===== src/rtl/imem_loader_pkg.sv =====
// -----------------------------------------------------------------------------
// imem_loader_pkg
// Shared definitions for the instruction-memory loader:
//   - state_e   : loader FSM state encoding
//   - LEN_BYTES : number of stream bytes that form the load length
//   - LEN_W     : width of the assembled length word
//   - CSUM_W    : width of the running payload checksum
//   - len_ok()  : length acceptance rule (non-zero, fits IMEM, word multiple)
// -----------------------------------------------------------------------------
package imem_loader_pkg;

   localparam int unsigned LEN_BYTES = 4;
   localparam int unsigned LEN_W     = 8 * LEN_BYTES;
   localparam int unsigned CSUM_W    = 8;

   typedef enum logic [2:0] {
      ST_IDLE,
      ST_LEN,
      ST_DATA,
      ST_CSUM,
      ST_DONE,
      ST_ERR
   } state_e;

   // A load is only accepted if it is non-empty, fits in IMEM and covers
   // whole 32-bit instruction words.
   function automatic logic len_ok(input logic [LEN_W-1:0] len,
                                   input logic [LEN_W-1:0] max_len);
      return (len != '0) && (len <= max_len) && (len[1:0] == 2'b00);
   endfunction

endpackage


===== src/rtl/le_word_assembler.sv =====
// -----------------------------------------------------------------------------
// le_word_assembler
// Builds a little-endian word from a byte stream: each shift places the new
// byte at the top and moves older bytes down, so after LEN_BYTES shifts the
// first byte sits in bits [7:0].
// Ports:
//   clk, rst_n  : clock, asynchronous active-low reset
//   clr_i       : clear the word to zero (has priority over shift_i)
//   shift_i     : shift byte_i into the word
//   byte_i      : incoming byte
//   word_o      : registered word
//   word_nxt_o  : value the word takes at the next edge (lets the caller
//                 judge the completed word in the same cycle as the last byte)
// -----------------------------------------------------------------------------
module le_word_assembler
   import imem_loader_pkg::*;
(
   input  logic             clk,
   input  logic             rst_n,
   input  logic             clr_i,
   input  logic             shift_i,
   input  logic [7:0]       byte_i,
   output logic [LEN_W-1:0] word_o,
   output logic [LEN_W-1:0] word_nxt_o
);

   logic [LEN_W-1:0] word_q, word_d;

   always_comb begin
      word_d = word_q;
      if (clr_i) begin
         word_d = '0;
      end else if (shift_i) begin
         word_d = {byte_i, word_q[LEN_W-1:8]};
      end
   end

   always_ff @(posedge clk or negedge rst_n) begin
      if (!rst_n) begin
         word_q <= '0;
      end else begin
         word_q <= word_d;
      end
   end

   assign word_o     = word_q;
   assign word_nxt_o = word_d;

endmodule


===== src/rtl/imem_loader.sv =====
// -----------------------------------------------------------------------------
// imem_loader
// Loads a program image from a byte stream into instruction memory.
// Stream format after a start request:
//   4 length bytes (LSB first), L payload bytes, 1 checksum byte
//   (checksum = sum of payload bytes modulo 256).
// Payload byte k is written to IMEM byte address k one cycle after it is
// accepted. The core is held until a load finishes with a good checksum.
// Ports:
//   clk, rst_n : clock, asynchronous active-low reset
//   start      : one-cycle load request (honoured in IDLE, DONE, ERR)
//   rx_valid   : source byte available on rx_data
//   rx_data    : stream byte
//   rx_ready   : loader accepts a byte this cycle
//   wr_en      : IMEM byte write strobe
//   wr_addr    : IMEM byte address
//   wr_data    : IMEM write byte
//   busy       : load in progress
//   done       : last load completed with a good checksum
//   err        : last load rejected (bad length or checksum)
//   cpu_hold   : stall the core while IMEM content is not known-good
// -----------------------------------------------------------------------------
module imem_loader
   import imem_loader_pkg::*;
#(
   parameter int unsigned IMEM_SIZE = 1024
)(
   input  logic        clk,
   input  logic        rst_n,
   input  logic        start,
   input  logic        rx_valid,
   input  logic [7:0]  rx_data,
   output logic        rx_ready,
   output logic        wr_en,
   output logic [31:0] wr_addr,
   output logic [7:0]  wr_data,
   output logic        busy,
   output logic        done,
   output logic        err,
   output logic        cpu_hold
);

   localparam logic [LEN_W-1:0] MAX_LEN       = LEN_W'(IMEM_SIZE);
   localparam logic [LEN_W-1:0] LAST_LEN_BYTE = LEN_W'(LEN_BYTES - 1);

   state_e            state_q, state_d;
   logic [LEN_W-1:0]  cnt_q, cnt_d;
   logic [CSUM_W-1:0] acc_q, acc_d;
   logic              wr_en_q, wr_en_d;
   logic [31:0]       wr_addr_q, wr_addr_d;
   logic [7:0]        wr_data_q, wr_data_d;

   logic              accept;
   logic              len_clr;
   logic              len_shift;
   logic [LEN_W-1:0]  len_word;
   logic [LEN_W-1:0]  len_nxt;

   le_word_assembler u_len (
      .clk        (clk),
      .rst_n      (rst_n),
      .clr_i      (len_clr),
      .shift_i    (len_shift),
      .byte_i     (rx_data),
      .word_o     (len_word),
      .word_nxt_o (len_nxt)
   );

   always_comb begin
      // NOTE: every signal driven here gets a default first, so no path
      // through the case leaves a value unassigned and no latch is inferred.
      state_d   = state_q;
      cnt_d     = cnt_q;
      acc_d     = acc_q;
      wr_en_d   = 1'b0;
      wr_addr_d = wr_addr_q;
      wr_data_d = wr_data_q;
      len_clr   = 1'b0;
      len_shift = 1'b0;

      // Moore outputs decoded from the current state only.
      rx_ready = (state_q == ST_LEN) || (state_q == ST_DATA) || (state_q == ST_CSUM);
      busy     = rx_ready;
      done     = (state_q == ST_DONE);
      err      = (state_q == ST_ERR);
      cpu_hold = (state_q != ST_DONE);

      accept = rx_valid && rx_ready;

      case (state_q)
         ST_IDLE, ST_DONE, ST_ERR: begin
            if (start) begin
               state_d = ST_LEN;
               cnt_d   = '0;
               acc_d   = '0;
               len_clr = 1'b1;
            end
         end

         ST_LEN: begin
            if (accept) begin
               len_shift = 1'b1;
               if (cnt_q == LAST_LEN_BYTE) begin
                  cnt_d   = '0;
                  state_d = len_ok(len_nxt, MAX_LEN) ? ST_DATA : ST_ERR;
               end else begin
                  cnt_d = cnt_q + 1'b1;
               end
            end
         end

         ST_DATA: begin
            if (accept) begin
               wr_en_d   = 1'b1;
               wr_addr_d = cnt_q;
               wr_data_d = rx_data;
               acc_d     = acc_q + rx_data;
               cnt_d     = cnt_q + 1'b1;
               // len_word >= 4 here, so the subtraction cannot wrap.
               if (cnt_q == len_word - 1'b1) begin
                  state_d = ST_CSUM;
               end
            end
         end

         ST_CSUM: begin
            if (accept) begin
               state_d = (rx_data == acc_q) ? ST_DONE : ST_ERR;
            end
         end

         default: state_d = ST_IDLE;
      endcase
   end

   // NOTE: sequential state uses non-blocking assignments so every register
   // samples pre-edge values, independent of statement order.
   always_ff @(posedge clk or negedge rst_n) begin
      if (!rst_n) begin
         state_q   <= ST_IDLE;
         cnt_q     <= '0;
         acc_q     <= '0;
         wr_en_q   <= 1'b0;
         wr_addr_q <= '0;
         wr_data_q <= '0;
      end else begin
         state_q   <= state_d;
         cnt_q     <= cnt_d;
         acc_q     <= acc_d;
         wr_en_q   <= wr_en_d;
         wr_addr_q <= wr_addr_d;
         wr_data_q <= wr_data_d;
      end
   end

   assign wr_en   = wr_en_q;
   assign wr_addr = wr_addr_q;
   assign wr_data = wr_data_q;

endmodule


===== config.mk =====
export PLATFORM = sky130hd
export DESIGN_NAME = imem_loader
export DESIGN_NICKNAME = d
export VERILOG_FILES = /design/src/rtl/imem_loader_pkg.sv /design/src/rtl/le_word_assembler.sv /design/src/rtl/imem_loader.sv
export SDC_FILE = /design/constraint.sdc
export NUM_CORES = 1
export LEC_CHECK = 0
export CAP_MARGIN = 30
export CORE_MARGIN = 3
export CORE_UTILIZATION = 35
export CTS_CLUSTER_DIAMETER = 80
export DETAILED_ROUTE_END_ITERATION = 16
export GPL_TIMING_DRIVEN = 0
export HOLD_SLACK_MARGIN = 0.05
export PLACE_DENSITY = 0.61
export SYNTH_ARGS = -nofsm -noshare
export SYNTH_HDL_FRONTEND = slang
export SYNTH_HIERARCHICAL = 1
export SYNTH_SLANG_ARGS = --single-unit

===== constraint.sdc =====
create_clock -name clk -period 6.7 [get_ports clk]
set_input_delay 1.005 -clock clk [delete_from_list [all_inputs] [get_ports clk]]
set_output_delay 1.005 -clock clk [all_outputs]
set_load 0.005 [all_outputs]

=== Word-level counts from Yosys, hierarchy flattened ===
Cells that the tools add are included.

* Flip-flop bits (word level): 116
* Latch bits: 0
* Bits in writable memories: 0
* ROM bits: 0
* Logic and storage cells: 65
* Memories: 0

* Add/sub/neg operators: 3
* Multipliers: 0
* Div/mod/pow operators: 0
* $lt $le $gt $ge: 1
* Equality and inequality tests: 15
* Shift-type cells: 0
* Mux-type cells: 24
* Bitwise operators: 0
* Reductions and logical operators: 15

{| class="wikitable"
|+ Operator list
! operator !! count
|-
| 32-bit 2-to-1 mux || 6
|-
| 32-bit case mux with 3 select lines || 1
|-
| 32-bit by 1-bit adder with 32-bit output (second input constant) || 1
|-
| 32-bit by 2-bit equality test with 1-bit output (second input constant) || 1
|-
| 32-bit equality test || 1
|-
| 32-bit by 11-bit less-or-equal comparator with 1-bit output (second input constant) || 1
|-
| 32-bit nonzero test || 1
|-
| 32-bit by 1-bit subtractor with 32-bit output (second input constant) || 1
|-
| 3-bit 2-to-1 mux || 7
|-
| 8-bit 2-to-1 mux || 2
|-
| 8-bit case mux with 2 select lines || 1
|-
| 3-bit case mux with 4 select lines || 1
|-
| 8-bit adder || 1
|-
| 8-bit equality test || 1
|-
| 2-bit != test (second input constant) || 4
|-
| 3-bit by 2-bit equality test with 1-bit output (second input constant) || 2
|-
| 3-bit equality test (second input constant) || 2
|-
| 1-bit 2-to-1 mux || 6
|-
| 6-bit AND reduction || 1
|-
| 2-bit by 1-bit != test with 1-bit output (second input constant) || 2
|-
| 4-bit AND reduction || 1
|-
| 3-bit by 1-bit equality test with 1-bit output (second input constant) || 1
|-
| 1-bit logical AND || 3
|-
| 3-bit zero test || 1
|-
| 8 further kinds || 9
|}

=== Depth between registers and ports, before layout ===
Gate-level depths: netlist (run 1).

* Depth after elaboration: 15
* Depth in mapped cells: 16
* Depth with buffers taken out: 13

=== Hierarchy ===
Netlist (run 1), hierarchy kept.

{| class="wikitable"
|+ Modules (own cells, without submodules)
! module !! instances !! cells an instance !! area an instance (µm²) !! sequential area each (µm²)
|-
| imem_loader || 1 || 629 || 5,371.4 || 2,102.0
|-
| le_word_assembler || 1 || 103 || 1,323.8 || 800.8
|}

=== Worst setup path before layout (run 1) ===
OpenSTA, ideal clock, no wires.

* Path type: input to register
* Start: input port rx_valid
* End: register state_q[0]
* Arrival time: 2.921 ns
* Required time: 6.635 ns
* Path slack: 3.714 ns
* Stages: 14
* Path buffers: 2
* Cells stage by stage: nand2_1 -> nor2_1 -> buf_6 -> buf_12 -> mux2i_1 -> nor2_1 -> nor4_1 -> nand3_1 -> or3_1 -> nand3_1 -> o32a_1 -> mux2i_1 -> a31oi_1 -> o211a_1

* Word-level cells in the longest chain between the ends: 12
* Elaborated cells on any way between the ends: 18

{| class="wikitable"
|+ Ends and longest elaborated chain
! element !! line !! text
|-
| from (decl) || imem_loader.sv:31 || <nowiki>input logic rx_valid,</nowiki>
|-
| 1-bit logical AND (*) || imem_loader.sv:88 || <nowiki>accept = rx_valid && rx_ready;</nowiki>
|-
| 1-bit 2-to-1 mux (*) || imem_loader.sv:101 || <nowiki>if (accept) begin</nowiki>
|-
| 1-bit 2-to-1 mux (*) || imem_loader.sv:90 || <nowiki>case (state_q)</nowiki>
|-
| via len_shift || imem_loader.sv:55 || <nowiki>logic len_shift;</nowiki>
|-
| 32-bit 2-to-1 mux (*) || le_word_assembler.sv:33 || <nowiki>end else if (shift_i) begin</nowiki>
|-
| 32-bit 2-to-1 mux (*) || le_word_assembler.sv:31 || <nowiki>if (clr_i) begin</nowiki>
|-
| via len_nxt[3] || imem_loader.sv:57 || <nowiki>logic [LEN_W-1:0] len_nxt;</nowiki>
|-
| 32-bit by 11-bit less-or-equal comparator with 1-bit output or 32-bit nonzero test (tied branches) || imem_loader_pkg.sv:29 || <nowiki>return (len != '0) && (len <= max_len) && (len[1:0] == 2'b00);</nowiki>
|-
| 1-bit logical AND (*) (2 in series) || imem_loader_pkg.sv:29 ||
|-
| 3-bit 2-to-1 mux (*) || imem_loader.sv:105 || <nowiki>state_d = len_ok(len_nxt, MAX_LEN) ? ST_DATA : ST_ERR;</nowiki>
|-
| 3-bit 2-to-1 mux (*) || imem_loader.sv:103 || <nowiki>if (cnt_q == LAST_LEN_BYTE) begin</nowiki>
|-
| 3-bit 2-to-1 mux (*) || imem_loader.sv:101 ||
|-
| 3-bit case mux with 4 select lines (*) || imem_loader.sv:90 ||
|-
| to (signal assigned) || imem_loader.sv:147 || <nowiki>state_q <= state_d;</nowiki>
|-
| to (decl) || imem_loader.sv:46 || <nowiki>state_e state_q, state_d;</nowiki>
|}

Mark *: on every way through the listed nets, which the timed path passes. The rest lies on a longest branch. The select of a mux whose other input is x is not followed.
A chain may end at the register's enable or synchronous reset.

=== Worst setup path after layout (run 1) ===
* Start: input port start
* End: register state_q[0]

* Word-level cells in the longest chain between the ends: 10
* Elaborated cells on any way between the ends: 14

{| class="wikitable"
|+ Ends and longest elaborated chain
! element !! line !! text
|-
| from (decl) || imem_loader.sv:30 || <nowiki>input logic start,</nowiki>
|-
| 1-bit 2-to-1 mux (*) || imem_loader.sv:92 || <nowiki>if (start) begin</nowiki>
|-
| 1-bit 2-to-1 mux (*) || imem_loader.sv:90 ||
|-
| via len_clr || imem_loader.sv:54 || <nowiki>logic len_clr;</nowiki>
|-
| 32-bit 2-to-1 mux (*) || le_word_assembler.sv:31 ||
|-
| via len_nxt[14] || imem_loader.sv:57 ||
|-
| 32-bit by 11-bit less-or-equal comparator with 1-bit output or 32-bit nonzero test (tied branches) || imem_loader_pkg.sv:29 ||
|-
| 1-bit logical AND (*) (2 in series) || imem_loader_pkg.sv:29 ||
|-
| 3-bit 2-to-1 mux (*) || imem_loader.sv:105 ||
|-
| 3-bit 2-to-1 mux (*) || imem_loader.sv:103 ||
|-
| 3-bit 2-to-1 mux (*) || imem_loader.sv:101 ||
|-
| 3-bit case mux with 4 select lines (*) || imem_loader.sv:90 ||
|}

Marks and branches as above.

==> results of run 1 <==
## placed cells by master, fill, tap and decap left out, types with 4 or more instances in the layout
cell type        Yosys  final
nand4_1              9      9
nand3_1             29     29
a21o_1               4      4
ha_1                 9      9
nand2b_1             4      4
nand2_1            148    148
a31oi_1              6      6
or3_1               13     13
nor2_1              86     86
clkbuf_1            30     31
o21ai_0             25     25
xor2_1              27     27
inv_1               11     11
nor3_1              15     15
clkdlybuf4s50_1      0     56
dfrtp_1            116    116
clkinv_2             0      5
nor4_1              18     18
buf_2                3      4
and2_1               4      4
a21oi_1             12     12
nor4b_1              4      4
and3_1               4      4
nand3b_1             5      5
mux2i_1             37     37
xnor2_1             51     51
clkbuf_16            0     17
## synth_stat cells, types with 2 or more instances
library cell	instances
o21ai_0	25
nor4_1	18
nand2_1	148
buf_1	2
and2_1	4
nor3_4	2
nand4_1	9
nand3_1	29
and3_1	4
nor3_1	15
nor4_2	3
a31oi_1	6
nand4_4	2
xor2_1	27
inv_1	11
xnor2_1	51
dfrtp_1	116
nor3_2	2
mux2i_1	37
ha_1	9
nor2b_1	3
nand3b_1	5
and4_1	2
and3b_1	2
nor4_4	3
or2_2	2
buf_6	2
nand2b_1	4
clkbuf_1	30
nor4b_1	4
o211ai_1	3
or3_1	13
or4_1	2
nor2_1	86
and4b_1	2
a21o_1	4
a21oi_1	12
buf_12	3
buf_2	3
## cell type report
class / instances / area (um2) / area share, %
multi-input cells: 564 / 3526 / 43.07
flip-flops and latches: 116 / 2903 / 35.46
repair buffers: 59 / 604.3 / 7.382
clock buffers: 21 / 470.5 / 5.747
well taps: 229 / 286.5 / 3.500
plain buffers: 41 / 225.2 / 2.751
clock inverters: 10 / 130.1 / 1.589
inverters: 11 / 41.29 / 0.5044
## state kept, by name (all words and copies together), names as in the netlist
signal / cells
acc_q: 8
cnt_q: 32
state_q: 3
wr_en: 1
u_len/word_o: 32
wr_data: 8
wr_addr: 32
## cells by family after synthesis
family / after synthesis / synth area share (%)
buf+inv: 52 / 3.981
compound gates: 63 / 6.167
flops: 116 / 43.36
simple gates: 375 / 28.61
mux: 38 / 5.700
fa+ha+maj: 10 / 1.981
xor+xnor: 78 / 10.20
## layer usage
layer,global-route usage (%),share of wire [%],vias up
li1,-,-,2665
met1,26.00,49,2622
met2,25.58,44,133
met3,4.001,4.8,24
met4,7.118,2.1,0
met5,0,0,-
## per-stage QoR
stage / utilization (%) / setup slack, ns / hold slack [ns] / total power, mW
after global placement: 41.06 / -0.08734 / 0.4585 / 2.616
after CTS: 44.51 / 2.587 / 0.4754 / 3.572
after global routing: 44.51 / 2.339 / 0.4876 / 3.806
final: 44.51 / 2.556 / 0.4683 / 3.566
after detailed placement: 41.24 / 2.200 / 0.4618 / 2.629
after floorplan: - / 3.714 / 0.4661 / 2.254
## worst register-to-register path: stages (launching register included)
cell and delay [ns]:
dfrtp_1 0.36, clkbuf_1 0.34, nor2b_1 0.15, nor2_1 0.11, nand2_1 0.24, inv_1 0.26, clkbuf_1 0.46, nor2_1 0.14
nor4_1 0.53, nand4_1 0.19, nor2_1 0.22, nand3_1 0.12, o32a_1 0.29, mux2i_1 0.19, a31oi_1 0.06, o211a_1 0.13
## power breakdown
part | total (mW) | switching, mW | leakage, nW | internal [mW]
registers | 0.930 | 0.152 | 1.60 | 0.778
logic | 1.71 | 0.953 | 1.78 | 0.753
clock network | 0.931 | 0.323 | 0.294 | 0.608
## path summary, 6_finish.rpt
kind                                                end              startpoint  cells past startpoint  slack, ns
worst max register to register   state_q[0]$_DFFE_PN0P_  state_q[2]$_DFFE_PN0P_                     15       2.80
worst min-delay path             wr_addr[4]$_DFFE_PN0P_  wr_addr[4]$_DFFE_PN0P_                      2       0.47
max in group asynchronous          acc_q[0]$_DFFE_PN0P_                   rst_n                      2       5.48
worst max-delay path             state_q[0]$_DFFE_PN0P_                   start                     13       2.56
worst min register to register   wr_addr[4]$_DFFE_PN0P_  wr_addr[4]$_DFFE_PN0P_                      2       0.47
min in group asynchronous       wr_addr[11]$_DFFE_PN0P_                   rst_n                      1       0.51
==> parameters.txt, run 1 <==
Parameter                              Value

Status
  Run status    finished, final reports clean

STA
  Fin Clk Skew    0.01008 ns
  Final cycle utilization of the critical path    about three fifths
  Final critical path time including I/O delays and setup    roughly 4.1 ns
  Number of setup violations in the final report    0
  Final Hold Vio Count    0
  Highest attainable clock frequency    241.3 MHz
  Unrepaired setup endpoints after global routing    false
  Count of pins over their slew limit    0
  Max-slew headroom    between 40% and 50%
  Setup TNS    0 ns
  Worst Max-Slew Pin Slew    between 0.7 and 0.8 ns

Critical path
  Cell type group with the largest total delay on the critical path    simple AND/OR/NAND/NOR gates
  Data required time of the critical path    ~7 ns
  Arrival @ worst endpoint    between 4 and 5 ns
  CP peak stage delay    0.58 ns
  Buffer and inverter count on the worst path    3
  Cell type of the slowest stage on the worst timing path    clkdlybuf4s50_1
  Top fanout value on the critical path    10
  Cells along the critical path    clkdlybuf4s50_1, nand2_1, inv_1, clkbuf_1, nor2_1, nor4_1, nand4_1, nor2_1, nand3_1, o32a_1, mux2i_1, a31oi_1, o211a_1
  Kind of end point of the critical path    flop
  Cell occurring most often along the worst timing path    nor2_1
  CP Launch Type    primary input
  Setup CP Type    in -> reg

Clock network
  Hold buffers post-CTS    0
  Post-CTS sizing    0
  Clock tree from TritonCTS    done
  Clock latency at the later pin of the worst-skew pair    between 0.4 and 0.5 ns
  CTS Buf Count    17
  Post-CTS Setup Repair Bufs    0
  Clock slew seen by the registers of the worst setup and hold paths    about 0.060 ns
  Root buffer cell    clkbuf_16
  Maximum clock path buffer count    2
  CTS HTree Levels    4
  Number of clock sinks seen by CTS    116

Layout
  Antenna Cells    0
  Area grow syn2layout    22.28%
  Fin area    a little over 8000 um2
  Fraction of final layout cells with drive strength greater than 1    8.151%
  Post-layout net count    832
  Number of filler cells placed in the layout    1773
  Fin cells    1051

Die
  Core ar.    ~18000 um2
  Die boundary height    ~140 um
  Initial core utilization    a little over a third
  Number of placed I/O pins    between 50 and 60
  Die Wd    between 100 and 150 um
  Core Rows    49
  Area of the die    20820 um2

Drt
  Wire length per cell after detailed routing    around 17 um
  DR iter-0 viols    roughly 390
  First drt pass iteration count    5
  Total wirelength of the detailed-routed design    about 18 mm
  DRC violation count after routing    0
  Vias post-DR    about 5400
  Post-route ant nets    0
  Via density per instance    ~5.2

Logic synthesis
  Number of different library cells in the post-synthesis netlist    66
  Synthesized area per cell    9.146 um2
  Total of warnings raised by yosys    6
  Proportion of netlist area held by the largest area contributor    a little over two fifths
  Top post-synthesis cells by area    dfrtp_1 43%, nand2_1 8.3%, xnor2_1 6.7%, mux2i_1 5.5%, nor2_1 4.8%
  Area of the mapped netlist    roughly 6700 um2
  Post-synth EDFFs    0
  Yosys top cell by area    dfrtp_1
  Register area share after synthesis    between 40% and 50%
  Cell count after synthesis    732
  Synthesized netlist net count    754
  Async SR Flop Fraction    100.0%
  Number of storage elements in the synthesis netlist    around 120
  Most used DFF post-synth    dfrtp_1

Job
  Max-cap violations    0

Placement
  Total cell area at the placement stage    about 7600 um2
  Dpl hpwl    ~13 mm
  Cells after DPL    ~1000
  Weighted congestion at the end of routability-driven global placement    0.8625
  Port Buffers    57

GRT
  GRT Resource Usage Total    roughly 18%
  First-pass GRT wire length    between 20 and 30 mm
  Global route total overflow    0
  Initial antenna violation count    0
  Largest net degree at the start of global routing    a little under 70
  Via count of the first global-routing pass    approximately 5400

Power and ir drop
  Power per standard cell area    between 400 and 500 nW/um2
  Worst vdd ir    about 250 uV
  Static leakage power    3.672 nW

Worst hold path
  Type of the most critical hold path    reg -> reg
Note: power is estimated with default switching activity, not from simulation.
==> run 2: changes to the inputs <==
- PLACE_DENSITY: 0.61 -> 0.63
- clock period: 6.7 -> 3.4 ns (I/O delays scaled with it)
==> run 2 against run 1 <==
Global-route usage about the same. Die area unchanged. Clock skew decreased by 0.00085 ns. Clock-buffer cell count decreased by 4. Total power increased by 97%. Final cell count about the same. Non-clock buffer count unchanged. Core utilization increased by 0.15 points. Critical endpoint unchanged. Largest cell class unchanged. Largest power group unchanged.
==> parameters.txt, run 2 (same netlist as run 1, synthesis figures left out) <==
Parameter                              Value

Layout
  Post-layout net count    832 (unchanged)
  Core utilization of the finished layout    44.66% (+0.15 points)
  Antenna Cells    0 (unchanged)
  Fraction of final layout cells with drive strength greater than 1    9.356% (+1.2 points)
  Fin cells    1052 (+0.095%)
  Area grow syn2layout    22.69%
  Fin area    8214 um2 (+0.34%)
  Leading cell types in the layout, fill and taps excluded    147 x nand2_1, 115 x dfrtp_1, 86 x nor2_1, 56 x clkdlybuf4s50_1, 51 x xnor2_1
  Most frequent standard cell in the layout excluding fill and tap cells    nand2_1

Die
  Number of placed I/O pins    58 (unchanged)
  Area of the die    20820 um2 (unchanged)
  Die Wd    144.3 um (unchanged)
  Die boundary height    144.3 um (unchanged)
  Core ar.    18390 um2 (unchanged)
  Core Rows    49 (unchanged)
  Initial core utilization    36.40% (unchanged)

Clock network
  Root buffer cell    clkbuf_16
  Maximum clock path buffer count    2 (unchanged)
  CTS HTree Levels    4 (unchanged)
  Number of clock sinks seen by CTS    116 (unchanged)
  CTS Buf Count    17 (unchanged)
  Clock slew seen by the registers of the worst setup and hold paths    0.06 ns (about the same)
  Clock tree from TritonCTS    done
  Clock latency at the later pin of the worst-skew pair    0.42 ns (about the same)

Critical path
  CP peak stage delay    0.39 ns (-0.19 ns)
  CP Launch Type    flop
  Arrival @ worst endpoint    3.44 ns (-1.01 ns)
  Cells along the critical path    buf_2, nor2b_1, nor2_1, nand2_2, inv_2, clkbuf_2, nor2_1, nor4_2, nand4_1, nor2_1, nand3_1, o32a_1, mux2i_1, a31oi_1, o211a_1
  Data required time of the critical path    3.70 ns (-3.31 ns)
  Cell occurring most often along the worst timing path    nor2_1
  Kind of end point of the critical path    flop
  Cell type of the slowest stage on the worst timing path    nor4_2
  Top fanout value on the critical path    10 (unchanged)
  Setup CP Type    reg -> reg

Power and ir drop
  Clock share of power    25.9% (-0.2 points)
  Switching power share of the total    40.52% (+0.49 points)
  Logic gate share of total power    47.8% (about the same)
  Register share of total power    26.3% (+0.2 points)
  Static leakage power    3.674 nW (about the same)
  Internal power    4.182 mW (+96%)
  Switching power total    2.850 mW (+100%)
  Worst vdd ir    477.3 uV (+91%)
  Overall power after layout    7.032 mW (+97%)
  Power per standard cell area    856.0 nW/um2 (+97%)

STA
  Number of setup violations in the final report    0 (unchanged)
  Fin Clk Skew    0.009231 ns (-0.0008518 ns)
  Final hold slack    0.4693 ns (+0.0009420 ns)
  Max-slew headroom    46.74% (-0.79 points)
  Worst Max-Slew Pin Slew    0.7946 ns (+0.01184 ns)
  Count of pins over their slew limit    0 (unchanged)
  Final cycle utilization of the critical path    approximately 92%
  Highest attainable clock frequency    roughly 320 MHz
  Final Hold Vio Count    0 (unchanged)
  Unrepaired setup endpoints after global routing    false
  Final critical path time including I/O delays and setup    approximately 3.1 ns

Placement
  Cells after DPL    1020 (unchanged)
  Weighted congestion at the end of routability-driven global placement    0.8766 (+1.6%)
  Total cell area at the placement stage    7586 um2 (unchanged)
  Port Buffers    57 (unchanged)
  Dpl hpwl    12.93 mm (+0.61%)

Drt
  DRC violation count after routing    0 (unchanged)
  Via density per instance    5.186 (+0.13%)
  Total wirelength of the detailed-routed design    17.52 mm (-0.50%)
  First drt pass iteration count    4 (-1)
  Wire length per cell after detailed routing    16.65 um (-0.59%)
  DR iter-0 viols    314 (-20%)
  Post-route ant nets    0 (unchanged)
  Vias post-DR    5456 (+0.22%)

Worst hold path
  Type of the most critical hold path    reg -> reg

GRT
  Global route total overflow    0 (unchanged)
  Largest net degree at the start of global routing    93 (+35%)
  GRT Resource Usage Total    17.87% (+0.034 points)
  First-pass GRT wire length    29.05 mm (+0.53%)
  Initial antenna violation count    0 (unchanged)
  Via count of the first global-routing pass    5356 (+0.037%)

Job
  Max-cap violations    0 (unchanged)

Status
  Run status    finished, final reports clean
## run 2: per-layer routing
layer / global-route usage (%) / up-vias / share of wire (%)
met2: 26.77 / 126 / 45
met1: 25.67 / 2641 / 49
met4: 6.038 / 0 / 1.7
met5: 0 / - / 0
li1: - / 2673 / -
met3: 3.803 / 16 / 4.3
## run 2: final cells by class
class	count	area, um2
fill	1777	10180
multi-input combinational	564	3535
sequential	116	2904
timing repair buffer	60	614.3
clock buffer	17	425.4
tap	229	286.5
buffer	40	226.5
clock inverter	15	181.4
inverter	11	41.29
## run 2: final timing paths
path                                        startpoint                    endpoint  slack [ns]  cells after the start
worst max-delay path            state_q[0]$_DFFE_PN0P_      state_q[0]$_DFFE_PN0P_        0.27                     15
worst min-delay path            wr_addr[8]$_DFFE_PN0P_      wr_addr[8]$_DFFE_PN0P_        0.47                      2
worst max register to register  state_q[0]$_DFFE_PN0P_      state_q[0]$_DFFE_PN0P_        0.27                     15
worst min register to register  wr_addr[8]$_DFFE_PN0P_      wr_addr[8]$_DFFE_PN0P_        0.47                      2
max in group asynchronous                        rst_n  u_len/word_o[20]$_DFF_PN0_        2.15                      3
min in group asynchronous                        rst_n     wr_addr[11]$_DFFE_PN0P_        0.52                      2
## run 2: power by group through the flow
stage / Clock [mW] / Sequential, mW / Combinational, mW
finish: 1.82 / 1.85 / 3.36
global route: 1.92 / 1.88 / 3.68
CTS: 1.86 / 1.84 / 3.34
detailed placement: 0 / 1.85 / 3.33
global placement: 0 / 1.85 / 3.30
floorplan: 0 / 1.74 / 2.70
## run 2: per-stage QoR
| stage | setup TNS, ns | worst slack [ns] |
|---|---|---|
| after floorplan | 0 | 0.6373 |
| after global placement | -330.23 | -2.848 |
| after detailed placement | -1.208 | -0.6370 |
| after CTS | 0 | 0.04567 |
| after global routing | 0 | 0.01960 |
| final | 0 | 0.2652 |
## run 2: what timing repair did
item | CTS | global route
setup buffers | 0 | 0
hold endpoints to repair | 24 | 0
hold buffers | 1 | 0
resized for setup | 4 | 5
setup endpoints to repair | 3 | 6
## run 2: worst max-delay path, delay by kind of cell (launching register included)
kind	cells	cell delay, ns
muxes	1	0.19
buffers and inverters	3	0.61
DFF	1	0.35
and+or+nand+nor	8	1.40
AOI/OAI and AO/OA	3	0.48
